<file path="src/rtl/multicycle_ctrl_if.sv">
// Control bundle between the multi-cycle control FSM and the CPU datapath.
// master = controller side, slave = datapath side.
interface multicycle_ctrl_if;
  logic [5:0] opcode;
  logic [5:0] funct;
  logic       aluZero;
  logic       aluOverflow;

  logic       pcWe;
  logic       irWe;
  logic       regWe;
  logic       dmWe;
  logic       memAddrSel;
  logic       aluASrc;
  logic [1:0] aluBSrc;
  logic       immZext;
  logic [2:0] aluOp;
  logic [1:0] pcSrc;
  logic [1:0] regWAddrSel;
  logic [1:0] regDInSel;
  logic [3:0] state;
  logic       illegal;
  logic       trap;

  modport master (
    input  opcode, funct, aluZero, aluOverflow,
    output pcWe, irWe, regWe, dmWe, memAddrSel, aluASrc, aluBSrc, immZext,
           aluOp, pcSrc, regWAddrSel, regDInSel, state, illegal, trap
  );

  modport slave (
    output opcode, funct, aluZero, aluOverflow,
    input  pcWe, irWe, regWe, dmWe, memAddrSel, aluASrc, aluBSrc, immZext,
           aluOp, pcSrc, regWAddrSel, regDInSel, state, illegal, trap
  );
endinterface

</file>
<file path="src/rtl/multicycle_ctrl.sv">
// Multi-cycle MIPS-subset control FSM driving every datapath enable and mux select.
// Optional macro OVERFLOW_TRAP_EN: halt instead of writing back an overflowed ADD/SUB/ADDI.
module multicycle_ctrl #(
  parameter logic [3:0] RESET_STATE = 4'd0
) (
  input logic               clk,
  input logic               reset,
  multicycle_ctrl_if.master bus
);

  localparam int unsigned OPC_W = 6;

  localparam logic [OPC_W-1:0] OP_RTYPE = 6'h00;
  localparam logic [OPC_W-1:0] OP_J     = 6'h02;
  localparam logic [OPC_W-1:0] OP_JAL   = 6'h03;
  localparam logic [OPC_W-1:0] OP_BEQ   = 6'h04;
  localparam logic [OPC_W-1:0] OP_BNE   = 6'h05;
  localparam logic [OPC_W-1:0] OP_ADDI  = 6'h08;
  localparam logic [OPC_W-1:0] OP_XORI  = 6'h0E;
  localparam logic [OPC_W-1:0] OP_LW    = 6'h23;
  localparam logic [OPC_W-1:0] OP_SW    = 6'h2B;

  localparam logic [OPC_W-1:0] FN_JR  = 6'h08;
  localparam logic [OPC_W-1:0] FN_ADD = 6'h20;
  localparam logic [OPC_W-1:0] FN_SUB = 6'h22;
  localparam logic [OPC_W-1:0] FN_SLT = 6'h2A;

  localparam logic [2:0] ALU_ADD = 3'd0;
  localparam logic [2:0] ALU_SUB = 3'd1;
  localparam logic [2:0] ALU_XOR = 3'd2;
  localparam logic [2:0] ALU_SLT = 3'd3;

  typedef enum logic [3:0] {
    S_FETCH   = 4'd0,
    S_DECODE  = 4'd1,
    S_MEMADDR = 4'd2,
    S_MEMRD   = 4'd3,
    S_LWWB    = 4'd4,
    S_MEMWR   = 4'd5,
    S_REXEC   = 4'd6,
    S_RWB     = 4'd7,
    S_IEXEC   = 4'd8,
    S_IWB     = 4'd9,
    S_BRANCH  = 4'd10,
    S_JUMP    = 4'd11,
    S_JAL     = 4'd12,
    S_JR      = 4'd13,
    S_UNUSED  = 4'd14,
    S_HALT    = 4'd15
  } state_e;

  state_e state_q, state_d;

  logic       pc_we_c, ir_we_c, reg_we_c, dm_we_c;
  logic       mem_addr_sel_c, alu_a_src_c, imm_zext_c;
  logic [1:0] alu_b_src_c, pc_src_c, reg_waddr_sel_c, reg_din_sel_c;
  logic [2:0] alu_op_c;
  logic       illegal_c, trap_c;

  // Instruction classification from the latched IR fields
  logic is_rtype, is_radd_sub, is_rarith, is_jr, branch_eq;
  assign is_rtype    = (bus.opcode == OP_RTYPE);
  assign is_radd_sub = is_rtype && ((bus.funct == FN_ADD) || (bus.funct == FN_SUB));
  assign is_rarith   = is_radd_sub || (is_rtype && (bus.funct == FN_SLT));
  assign is_jr       = is_rtype && (bus.funct == FN_JR);
  assign branch_eq   = bus.aluZero & ~bus.aluOverflow;

`ifdef OVERFLOW_TRAP_EN
  logic ovf_q, ovf_d;

  always_ff @(posedge clk) begin
    if (reset) begin
      ovf_q <= 1'b0;
    end else begin
      ovf_q <= ovf_d;
    end
  end
`endif

  always_ff @(posedge clk) begin
    if (reset) begin
      state_q <= state_e'(RESET_STATE);
    end else begin
      state_q <= state_d;
    end
  end

  always_comb begin
    state_d         = state_q;
    pc_we_c         = 1'b0;
    ir_we_c         = 1'b0;
    reg_we_c        = 1'b0;
    dm_we_c         = 1'b0;
    mem_addr_sel_c  = 1'b0;
    alu_a_src_c     = 1'b0;
    alu_b_src_c     = 2'd0;
    imm_zext_c      = 1'b0;
    alu_op_c        = ALU_ADD;
    pc_src_c        = 2'd0;
    reg_waddr_sel_c = 2'd0;
    reg_din_sel_c   = 2'd0;
    illegal_c       = 1'b0;
    trap_c          = 1'b0;
`ifdef OVERFLOW_TRAP_EN
    ovf_d           = ovf_q;
`endif

    unique case (state_q)
      S_FETCH: begin
        ir_we_c     = 1'b1;
        alu_b_src_c = 2'd1;
        pc_we_c     = 1'b1;
        state_d     = S_DECODE;
      end
      // Speculative branch target PC+4+(imm<<2) computed into aluOut
      S_DECODE: begin
        alu_b_src_c = 2'd3;
        if ((bus.opcode == OP_LW) || (bus.opcode == OP_SW)) begin
          state_d = S_MEMADDR;
        end else if (is_rarith) begin
          state_d = S_REXEC;
        end else if (is_jr) begin
          state_d = S_JR;
        end else if ((bus.opcode == OP_ADDI) || (bus.opcode == OP_XORI)) begin
          state_d = S_IEXEC;
        end else if ((bus.opcode == OP_BEQ) || (bus.opcode == OP_BNE)) begin
          state_d = S_BRANCH;
        end else if (bus.opcode == OP_J) begin
          state_d = S_JUMP;
        end else if (bus.opcode == OP_JAL) begin
          state_d = S_JAL;
        end else begin
          state_d = S_HALT;
        end
      end
      S_MEMADDR: begin
        alu_a_src_c = 1'b1;
        alu_b_src_c = 2'd2;
        state_d     = (bus.opcode == OP_LW) ? S_MEMRD : S_MEMWR;
      end
      S_MEMRD: begin
        mem_addr_sel_c = 1'b1;
        state_d        = S_LWWB;
      end
      S_LWWB: begin
        reg_we_c      = 1'b1;
        reg_din_sel_c = 2'd1;
        state_d       = S_FETCH;
      end
      S_MEMWR: begin
        mem_addr_sel_c = 1'b1;
        dm_we_c        = 1'b1;
        state_d        = S_FETCH;
      end
      S_REXEC: begin
        alu_a_src_c = 1'b1;
        if (bus.funct == FN_SUB) begin
          alu_op_c = ALU_SUB;
        end else if (bus.funct == FN_SLT) begin
          alu_op_c = ALU_SLT;
        end
`ifdef OVERFLOW_TRAP_EN
        ovf_d = bus.aluOverflow;
`endif
        state_d = S_RWB;
      end
      S_RWB: begin
        reg_we_c        = 1'b1;
        reg_waddr_sel_c = 2'd1;
        state_d         = S_FETCH;
`ifdef OVERFLOW_TRAP_EN
        if (is_radd_sub && ovf_q) begin
          reg_we_c = 1'b0;
          trap_c   = 1'b1;
          state_d  = S_HALT;
        end
`endif
      end
      S_IEXEC: begin
        alu_a_src_c = 1'b1;
        alu_b_src_c = 2'd2;
        if (bus.opcode == OP_XORI) begin
          alu_op_c   = ALU_XOR;
          imm_zext_c = 1'b1;
        end
`ifdef OVERFLOW_TRAP_EN
        ovf_d = bus.aluOverflow;
`endif
        state_d = S_IWB;
      end
      S_IWB: begin
        reg_we_c = 1'b1;
        state_d  = S_FETCH;
`ifdef OVERFLOW_TRAP_EN
        if ((bus.opcode == OP_ADDI) && ovf_q) begin
          reg_we_c = 1'b0;
          trap_c   = 1'b1;
          state_d  = S_HALT;
        end
`endif
      end
      // Live compare A-B; taken target already sits in aluOut
      S_BRANCH: begin
        alu_a_src_c = 1'b1;
        alu_op_c    = ALU_SUB;
        pc_src_c    = 2'd3;
        pc_we_c     = (bus.opcode == OP_BEQ) ? branch_eq : ~branch_eq;
        state_d     = S_FETCH;
      end
      S_JUMP: begin
        pc_we_c  = 1'b1;
        pc_src_c = 2'd1;
        state_d  = S_FETCH;
      end
      // PC still holds PC+4, which is the link value written to $31
      S_JAL: begin
        pc_we_c         = 1'b1;
        pc_src_c        = 2'd1;
        reg_we_c        = 1'b1;
        reg_waddr_sel_c = 2'd2;
        reg_din_sel_c   = 2'd2;
        state_d         = S_FETCH;
      end
      S_JR: begin
        pc_we_c  = 1'b1;
        pc_src_c = 2'd2;
        state_d  = S_FETCH;
      end
      S_HALT: begin
        illegal_c = 1'b1;
        state_d   = S_HALT;
      end
      default: begin
        state_d = S_HALT;
      end
    endcase
  end

  // Everything is forced low while reset is asserted
  assign bus.pcWe        = ~reset & pc_we_c;
  assign bus.irWe        = ~reset & ir_we_c;
  assign bus.regWe       = ~reset & reg_we_c;
  assign bus.dmWe        = ~reset & dm_we_c;
  assign bus.memAddrSel  = ~reset & mem_addr_sel_c;
  assign bus.aluASrc     = ~reset & alu_a_src_c;
  assign bus.aluBSrc     = reset ? 2'd0 : alu_b_src_c;
  assign bus.immZext     = ~reset & imm_zext_c;
  assign bus.aluOp       = reset ? 3'd0 : alu_op_c;
  assign bus.pcSrc       = reset ? 2'd0 : pc_src_c;
  assign bus.regWAddrSel = reset ? 2'd0 : reg_waddr_sel_c;
  assign bus.regDInSel   = reset ? 2'd0 : reg_din_sel_c;
  assign bus.state       = reset ? 4'd0 : state_q;
  assign bus.illegal     = ~reset & illegal_c;
  assign bus.trap        = ~reset & trap_c;

endmodule
</file>
<file path="src/flat_wrapper.sv">
// flat-port wrapper written by rule: the top's interface ports become plain ports
module multicycle_ctrl_flat 
#(
  parameter logic [3:0] RESET_STATE = 4'd0
)
  (clk, reset, bus_opcode, bus_funct, bus_aluZero, bus_aluOverflow, bus_pcWe, bus_irWe, bus_regWe, bus_dmWe, bus_memAddrSel, bus_aluASrc, bus_aluBSrc, bus_immZext, bus_aluOp, bus_pcSrc, bus_regWAddrSel, bus_regDInSel, bus_state, bus_illegal, bus_trap);
  multicycle_ctrl_if bus_i ();
  input logic clk;
  input logic reset;
  input wire logic [$bits(bus_i.opcode)-1:0] bus_opcode;
  input wire logic [$bits(bus_i.funct)-1:0] bus_funct;
  input wire logic [$bits(bus_i.aluZero)-1:0] bus_aluZero;
  input wire logic [$bits(bus_i.aluOverflow)-1:0] bus_aluOverflow;
  output wire logic [$bits(bus_i.pcWe)-1:0] bus_pcWe;
  output wire logic [$bits(bus_i.irWe)-1:0] bus_irWe;
  output wire logic [$bits(bus_i.regWe)-1:0] bus_regWe;
  output wire logic [$bits(bus_i.dmWe)-1:0] bus_dmWe;
  output wire logic [$bits(bus_i.memAddrSel)-1:0] bus_memAddrSel;
  output wire logic [$bits(bus_i.aluASrc)-1:0] bus_aluASrc;
  output wire logic [$bits(bus_i.aluBSrc)-1:0] bus_aluBSrc;
  output wire logic [$bits(bus_i.immZext)-1:0] bus_immZext;
  output wire logic [$bits(bus_i.aluOp)-1:0] bus_aluOp;
  output wire logic [$bits(bus_i.pcSrc)-1:0] bus_pcSrc;
  output wire logic [$bits(bus_i.regWAddrSel)-1:0] bus_regWAddrSel;
  output wire logic [$bits(bus_i.regDInSel)-1:0] bus_regDInSel;
  output wire logic [$bits(bus_i.state)-1:0] bus_state;
  output wire logic [$bits(bus_i.illegal)-1:0] bus_illegal;
  output wire logic [$bits(bus_i.trap)-1:0] bus_trap;
  assign bus_i.opcode = bus_opcode;
  assign bus_i.funct = bus_funct;
  assign bus_i.aluZero = bus_aluZero;
  assign bus_i.aluOverflow = bus_aluOverflow;
  assign bus_pcWe = bus_i.pcWe;
  assign bus_irWe = bus_i.irWe;
  assign bus_regWe = bus_i.regWe;
  assign bus_dmWe = bus_i.dmWe;
  assign bus_memAddrSel = bus_i.memAddrSel;
  assign bus_aluASrc = bus_i.aluASrc;
  assign bus_aluBSrc = bus_i.aluBSrc;
  assign bus_immZext = bus_i.immZext;
  assign bus_aluOp = bus_i.aluOp;
  assign bus_pcSrc = bus_i.pcSrc;
  assign bus_regWAddrSel = bus_i.regWAddrSel;
  assign bus_regDInSel = bus_i.regDInSel;
  assign bus_state = bus_i.state;
  assign bus_illegal = bus_i.illegal;
  assign bus_trap = bus_i.trap;
  multicycle_ctrl #(.RESET_STATE(RESET_STATE)) u_core (.clk(clk), .reset(reset), .bus(bus_i));
endmodule
</file>
<file path="config.mk">
export PLATFORM = sky130hd
export DESIGN_NAME = multicycle_ctrl_flat
export DESIGN_NICKNAME = d
export VERILOG_FILES = /design/src/rtl/multicycle_ctrl_if.sv /design/src/rtl/multicycle_ctrl.sv /design/src/flat_wrapper.sv
export SDC_FILE = /design/constraint.sdc
export NUM_CORES = 1
export LEC_CHECK = 0
export CAP_MARGIN = 20
export CORE_MARGIN = 2
export CORE_UTILIZATION = 30
export CTS_CLUSTER_DIAMETER = 50
export DETAILED_ROUTE_END_ITERATION = 8
export PLACE_DENSITY_LB_ADDON = 0.05
export REMOVE_ABC_BUFFERS = 1
export SLEW_MARGIN = 15
export SYNTH_ARGS = -nofsm -noshare
export SYNTH_HDL_FRONTEND = slang
export SYNTH_SLANG_ARGS = --single-unit
export TNS_END_PERCENT = 30
</file>
<file path="constraint.sdc">
create_clock -name clk -period 1.8 [get_ports clk]
set_clock_uncertainty 0.1 [all_clocks]
set_input_delay 0.36 -clock clk [delete_from_list [all_inputs] [get_ports clk]]
set_output_delay 0.36 -clock clk [all_outputs]
set_load 0.02 [all_outputs]
</file>
==> impl_metrics.tcl, run 1 <==
set metrics [dict create \
    status "finished with violations" \
    violations "setup timing" \
    rsz0062_at_grt "true" \
    peakVddDrop_uv 682 \
    ys_types 47 \
    synthCells 113 \
    portBuffers 37 \
    max-cap-violations 0 \
    avgSynthCellArea_sq_um 6.84 \
    slowest_stage "a2111oi_2" \
    cts_tree "done" \
    htree_levels 1 \
    crit_fanout 4 \
    clk_latency_ns 0.25 \
    synth-seq-area-share 0.104 \
    dp.cells 205 \
    clock_path_buffers 2 \
    intPower_w 0.000987 \
    ioPinCount 40 \
    die_x_um 54.8 \
    path_cells "buf_6 > nor2b_4 > nand4_1 > a2111oi_2 > buf_2" \
    p_switching_w 0.000831 \
    path_clk_slew_ns 0.04 \
    async_reset_ff_frac 0 \
    dieArea_sq_um 3000 \
    core_sq_um 2450 \
    worst_slack_ns -0.235 \
    fillCellCount 218 \
    fmax_mhz 491 \
    grt_max_degree 17 \
    fin_crit_sh 1.13 \
    initial_utilization 0.315 \
    setup_tns_ns -0.845 \
    p_per_area_nw_per_um2 1140 \
    firstDrtPassIters 4 \
    clock_power_share 0.065 \
    regArea_sq_um 95.1 \
    fin_util 0.652 \
    period_minus_slack_ns 2.04 \
    end_kind "output pin" \
    ys.flop_type "dfxtp_1" \
    area_growth_pct 107 \
    holdCritStartpoint "u_core.state_q[1]" \
    leakagePower_nw 0.733 \
    swShare 0.457 \
    cpPeakStageDelay_ns 0.38 \
    p_seq_frac 0.126 \
    grt_antenna_before_repair 0 \
    regMostFlops "u_core.state_q" \
    drive_above_1_share 0.605 \
    place.gp.congestion 0.785 \
    rrSetupSlack_ns 0.10 \
    hp-class "flop to flop" \
    arrival_ns 1.58 \
    multiInputGateArea_sq_um 702 \
    post_dp_cell_area_sq_um 1390 \
    fin_area_sq_um 1600 \
    hold_viol_final 0 \
    place_ws_ns -1.15 \
    vias 1174 \
    wl_per_cell_um 13.6 \
    finalMaxSlewViolations 0 \
    critical_path.startpoint_type "flop" \
    grt_overflow 0 \
    critical_path_class "flop to output pin" \
    numCtsBuffers 3 \
    synth_edf_count 0 \
    viasPerCell 5.34 \
    antenna_left 0 \
    ys_warn_count 0 \
    p_comb_frac 0.809 \
    ys_ff_latch 4 \
    final-instance-count-excl-fill 220 \
    dp_hpwl_um 2060 \
    setup_viol 9 \
    largest_reg_flops 4 \
    fin_nets 208 \
    grt_pass1_wl_um 4770 \
    clock_sinks 4 \
    top_regs "u_core.state_q (4)" \
    timing.rr.start "u_core.state_q[2]" \
    antennaDiodeCount 0 \
    die_y_um 54.8 \
    drc 0 \
    wl_um 3000 \
    grt_pass1_vias 1112 \
    critPathLaunch "u_core.state_q[2]" \
    root_buffer "clkbuf_4" \
    mappedNetlistArea_sq_um 773 \
    drt-initial-drc-count 14 \
    fp-row-count 18 \
    grt.total_usage 0.215 \
    worstPathRequired_ns 1.34 \
]
==> layer usage <==
layer	global-route usage	share of wire
met1	0.247	0.41
met2	0.409	0.52
met3	0.0191	0.043
met4	0.0708	0.020
met5	0	0
==> kinds of logic after synthesis <==
family	count (synthesis)	synth area share
AOI/OAI and AO/OA	28	0.275
xor gates and xnor gates	2	0.0227
buffers and inverters	18	0.126
DFF	4	0.104
muxes	1	0.0129
other	1	0.00485
and+or+nand+nor	59	0.455
==> cells in the mapped netlist (2+ instances only) <==
cell type  instances  share of area
nand2_1            8          0.039
dfxtp_1            4           0.10
buf_4              3          0.029
inv_1              4          0.019
nor3_1             8          0.052
clkbuf_1           3          0.015
a21oi_2            2          0.023
o31ai_1            2          0.019
nor4b_2            2          0.039
nor2_1            13          0.063
nand3_1            2          0.013
buf_2              6          0.039
nand4b_1           2          0.023
nor2b_1            5          0.040
a21oi_1            6          0.039
o21ai_0            5          0.032
nand4_1            3          0.024
nor3b_1            2          0.019
nor4_1             5          0.040
==> placed cells by master, fill, tap and decap left out, drive strengths merged, types with 2 or more instances in the layout <==
master / netlist / routed
nor3: 8 / 8
o21ai: 6 / 6
dfxtp: 4 / 4
nand4b: 2 / 2
inv: 4 / 4
nor2: 13 / 13
nand4: 3 / 3
dlygate4sd2: 0 / 5
nor4: 6 / 6
buf: 10 / 78
o31ai: 2 / 2
clkbuf: 4 / 5
nor3b: 2 / 2
nor4b: 2 / 2
conb: 1 / 2
nand2: 8 / 8
a21oi: 8 / 8
nor2b: 5 / 5
nand3: 2 / 2
==> timing repair <==
action | in CTS | in global routing
gates resized for setup | 175 | 33
pin swaps | 19 | 4
hold buffers | 0 | 0
buffers inserted | 12 | 6
setup endpoints to repair | 23 | 22
==> per-stage QoR <==
stage,total power [W],hold WS [ns]
after global placement,0.00138,0.456
final,0.00182,0.448
after CTS,0.00159,0.476
after detailed placement,0.00140,0.475
after global routing,0.00194,0.482
after floorplan,0.000782,0.322
==> worst paths after layout <==
kind,end,cells after the start
max,bus_aluOp[1],5
min,u_core.state_q[1],2
max reg2reg,u_core.state_q[0],6
min reg2reg,u_core.state_q[1],2
==> power groups by stage <==
stage / combinational, W / sequential, W / clock, W
floorplan: 0.000531 / 0.000251 / 0
global placement: 0.00119 / 0.000197 / 0
detailed placement: 0.00120 / 0.000198 / 0
CTS: 0.00125 / 0.000224 / 0.000115
global route: 0.00158 / 0.000237 / 0.000126
finish: 0.00147 / 0.000229 / 0.000119
==> layout make-up <==
class,count,share of cell area
repair buffers,87,0.455
multi-input cells,92,0.438
flip-flops and latches,4,0.0594
well taps,30,0.0234
clock buffers,3,0.0141
inverters,4,0.00937
==> critical path: cells and delay by family (launching register included) <==
kind | cells | cell delay, ns
buf+inv | 2 | 0.34
simple gates | 2 | 0.26
compound gates | 1 | 0.38
flops | 1 | 0.36
Note: power is estimated with default switching activity, not from simulation.
==> inputs of run 2 (changes only) <==
Settings changed: CORE_UTILIZATION 30 to 25.
==> run 2 against run 1 <==
  * The run still ends with setup timing left
  * Cell count is 3.2% higher
  * Register-to-register slack worse by 0.02 ns
  * Via count is 1.7% lower
  * Total power is 0.83% higher
  * Global-route usage is 2.8 points lower
  * Sequential cell count stayed put
  * Critical path type is now input port to output pin
  * Largest cell class unchanged
  * Highest routed layer unchanged
==> impl_metrics.tcl, run 2 (synthesis results as in run 1) <==
set metrics [dict create \
    status "finished with violations" \
    violations "setup timing" \
    area_growth_pct 116 \
    end_kind "output pin" \
    peakVddDrop_uv 394 \
    htree_levels 1 \
    r2r_cells 7 \
    die_x_um 59.6 \
    setup_tns_ns -0.676 \
    clock_path_buffers 2 \
    rsz0062_at_grt "true" \
    regMostFlops "u_core.state_q" \
    regArea_sq_um 92.6 \
    vias 1154 \
    use_met3 0.0306 \
    critPathLaunch "bus_funct[4]" \
    numCtsBuffers 3 \
    final_common_cell "buf_4" \
    top_regs "u_core.state_q (4)" \
    crit_path_end "bus_aluOp[1]" \
    root_buffer "clkbuf_4" \
    worst_slack_ns -0.255 \
    hp-class "input port to flop" \
    path_clk_slew_ns 0.04 \
    hold_viol_final 0 \
    dp_hpwl_um 2250 \
    largest_reg_flops 4 \
    slowest_stage "a2111oi_2" \
    multiInputGateArea_sq_um 714 \
    grt_max_degree 15 \
    grt_use_met1 0.267 \
    rrSetupSlack_ns 0.08 \
    fillCellCount 295 \
    rr_endpoint "u_core.state_q[0]" \
    initial_utilization 0.258 \
    final-instance-count-excl-fill 227 \
    antenna_left 0 \
    grt_pass1_wl_um 5210 \
    arrival_ns 1.60 \
    critical_path.startpoint_type "input port" \
    dp.cells 212 \
    drive_above_1_share 0.613 \
    portBuffers 37 \
    viasPerCell 5.08 \
    cts_tree "done" \
    fp-row-count 20 \
    grt_antenna_before_repair 0 \
    fin_nets 212 \
    setup_viol 10 \
    drt-initial-drc-count 32 \
    wl_um 3190 \
    die_y_um 59.6 \
    timing.rr.start "u_core.state_q[2]" \
    grt.total_usage 0.187 \
    path_cells "buf_8 > nor4b_4 > and3_4 > nand4_1 > a2111oi_2 > buf_2" \
    p_per_area_nw_per_um2 1100 \
    leakagePower_nw 0.776 \
    firstDrtPassIters 5 \
    crit_fanout 2 \
    ioPinCount 40 \
    place.gp.congestion 0.822 \
    top_usage_layer "met2" \
    period_minus_slack_ns 2.06 \
    dieArea_sq_um 3550 \
    gr-usage-met2 0.305 \
    wl_per_cell_um 14.0 \
    critical_path_class "input port to output pin" \
    antennaDiodeCount 0 \
    cpPeakStageDelay_ns 0.30 \
    fin_crit_sh 1.14 \
    clock_sinks 4 \
    core_sq_um 3000 \
    max-cap-violations 0 \
    cts_hold_buf 0 \
    worstPathRequired_ns 1.34 \
    fin_util 0.556 \
    grt_overflow 0 \
    clk_latency_ns 0.24 \
    grt_pass1_vias 1178 \
    final_cell_mix "buf_4 (41), buf_6 (21), buf_2 (16)" \
    fmax_mhz 487 \
    drc 0 \
    finalMaxSlewViolations 0 \
]
-- run 2: critical path, delay by kind of cell --
| family | cells | cell delay [ns] |
|---|---|---|
| AOI/OAI and AO/OA | 1 | 0.30 |
| and+or+nand+nor | 3 | 0.62 |
| buffers and inverters | 2 | 0.32 |
-- run 2: worst min-delay path by stage --
stage	endpoint	startpoint	slack, ns	depth (start not counted)
5_1_grt	u_core.state_q[1]	bus_funct[5]	0.57	5
6_report	u_core.state_q[0]	bus_opcode[5]	0.55	6
3_3_place_gp	u_core.state_q[3]	u_core.state_q[3]	0.64	3
4_1_cts	u_core.state_q[1]	bus_funct[5]	0.53	5
2_1_floorplan	u_core.state_q[0]	reset	0.32	1
3_5_place_dp	u_core.state_q[3]	u_core.state_q[3]	0.64	3
-- run 2: area by class of cell --
type                       count  area share
timing repair buffer          91       0.470
tap                           33      0.0247
inverter                       4     0.00899
sequential                     4      0.0554
multi-input combinational     92       0.428
clock buffer                   3      0.0135
-- run 2: routing by layer --
layer  share of wire  vias up
met5               0        -
met4          0.0022        0
met3           0.035        2
met2            0.50       24
met1            0.46      544
li1                -      584
-- run 2: repair_timing --
action	4_1_cts	5_1_grt
setup endpoints to repair	23	25
buffers inserted	15	1
pin swaps	17	7
gates resized for setup	195	22
gates cloned	0	1
-- run 2: power by group --
part,internal [W],switching [W],total (W)
Combinational,0.000769,0.000733,0.00150
Sequential,0.000147,0.0000651,0.000212
Clock,0.0000751,0.0000437,0.000119
Total,0.000992,0.000842,0.00183
-- run 2: stage by stage --
step / area, sq um / total power, W / setup slack (ns) / hold WS, ns
floorplan: 694 / 0.000782 / -0.686 / 0.322
global placement: 1420 / 0.00146 / -1.11 / 0.643
detailed placement: 1420 / 0.00146 / -1.13 / 0.640
CTS: 1630 / 0.00167 / -0.255 / 0.527
global route: 1670 / 0.00197 / -0.344 / 0.567
finish: 1670 / 0.00183 / -0.255 / 0.547
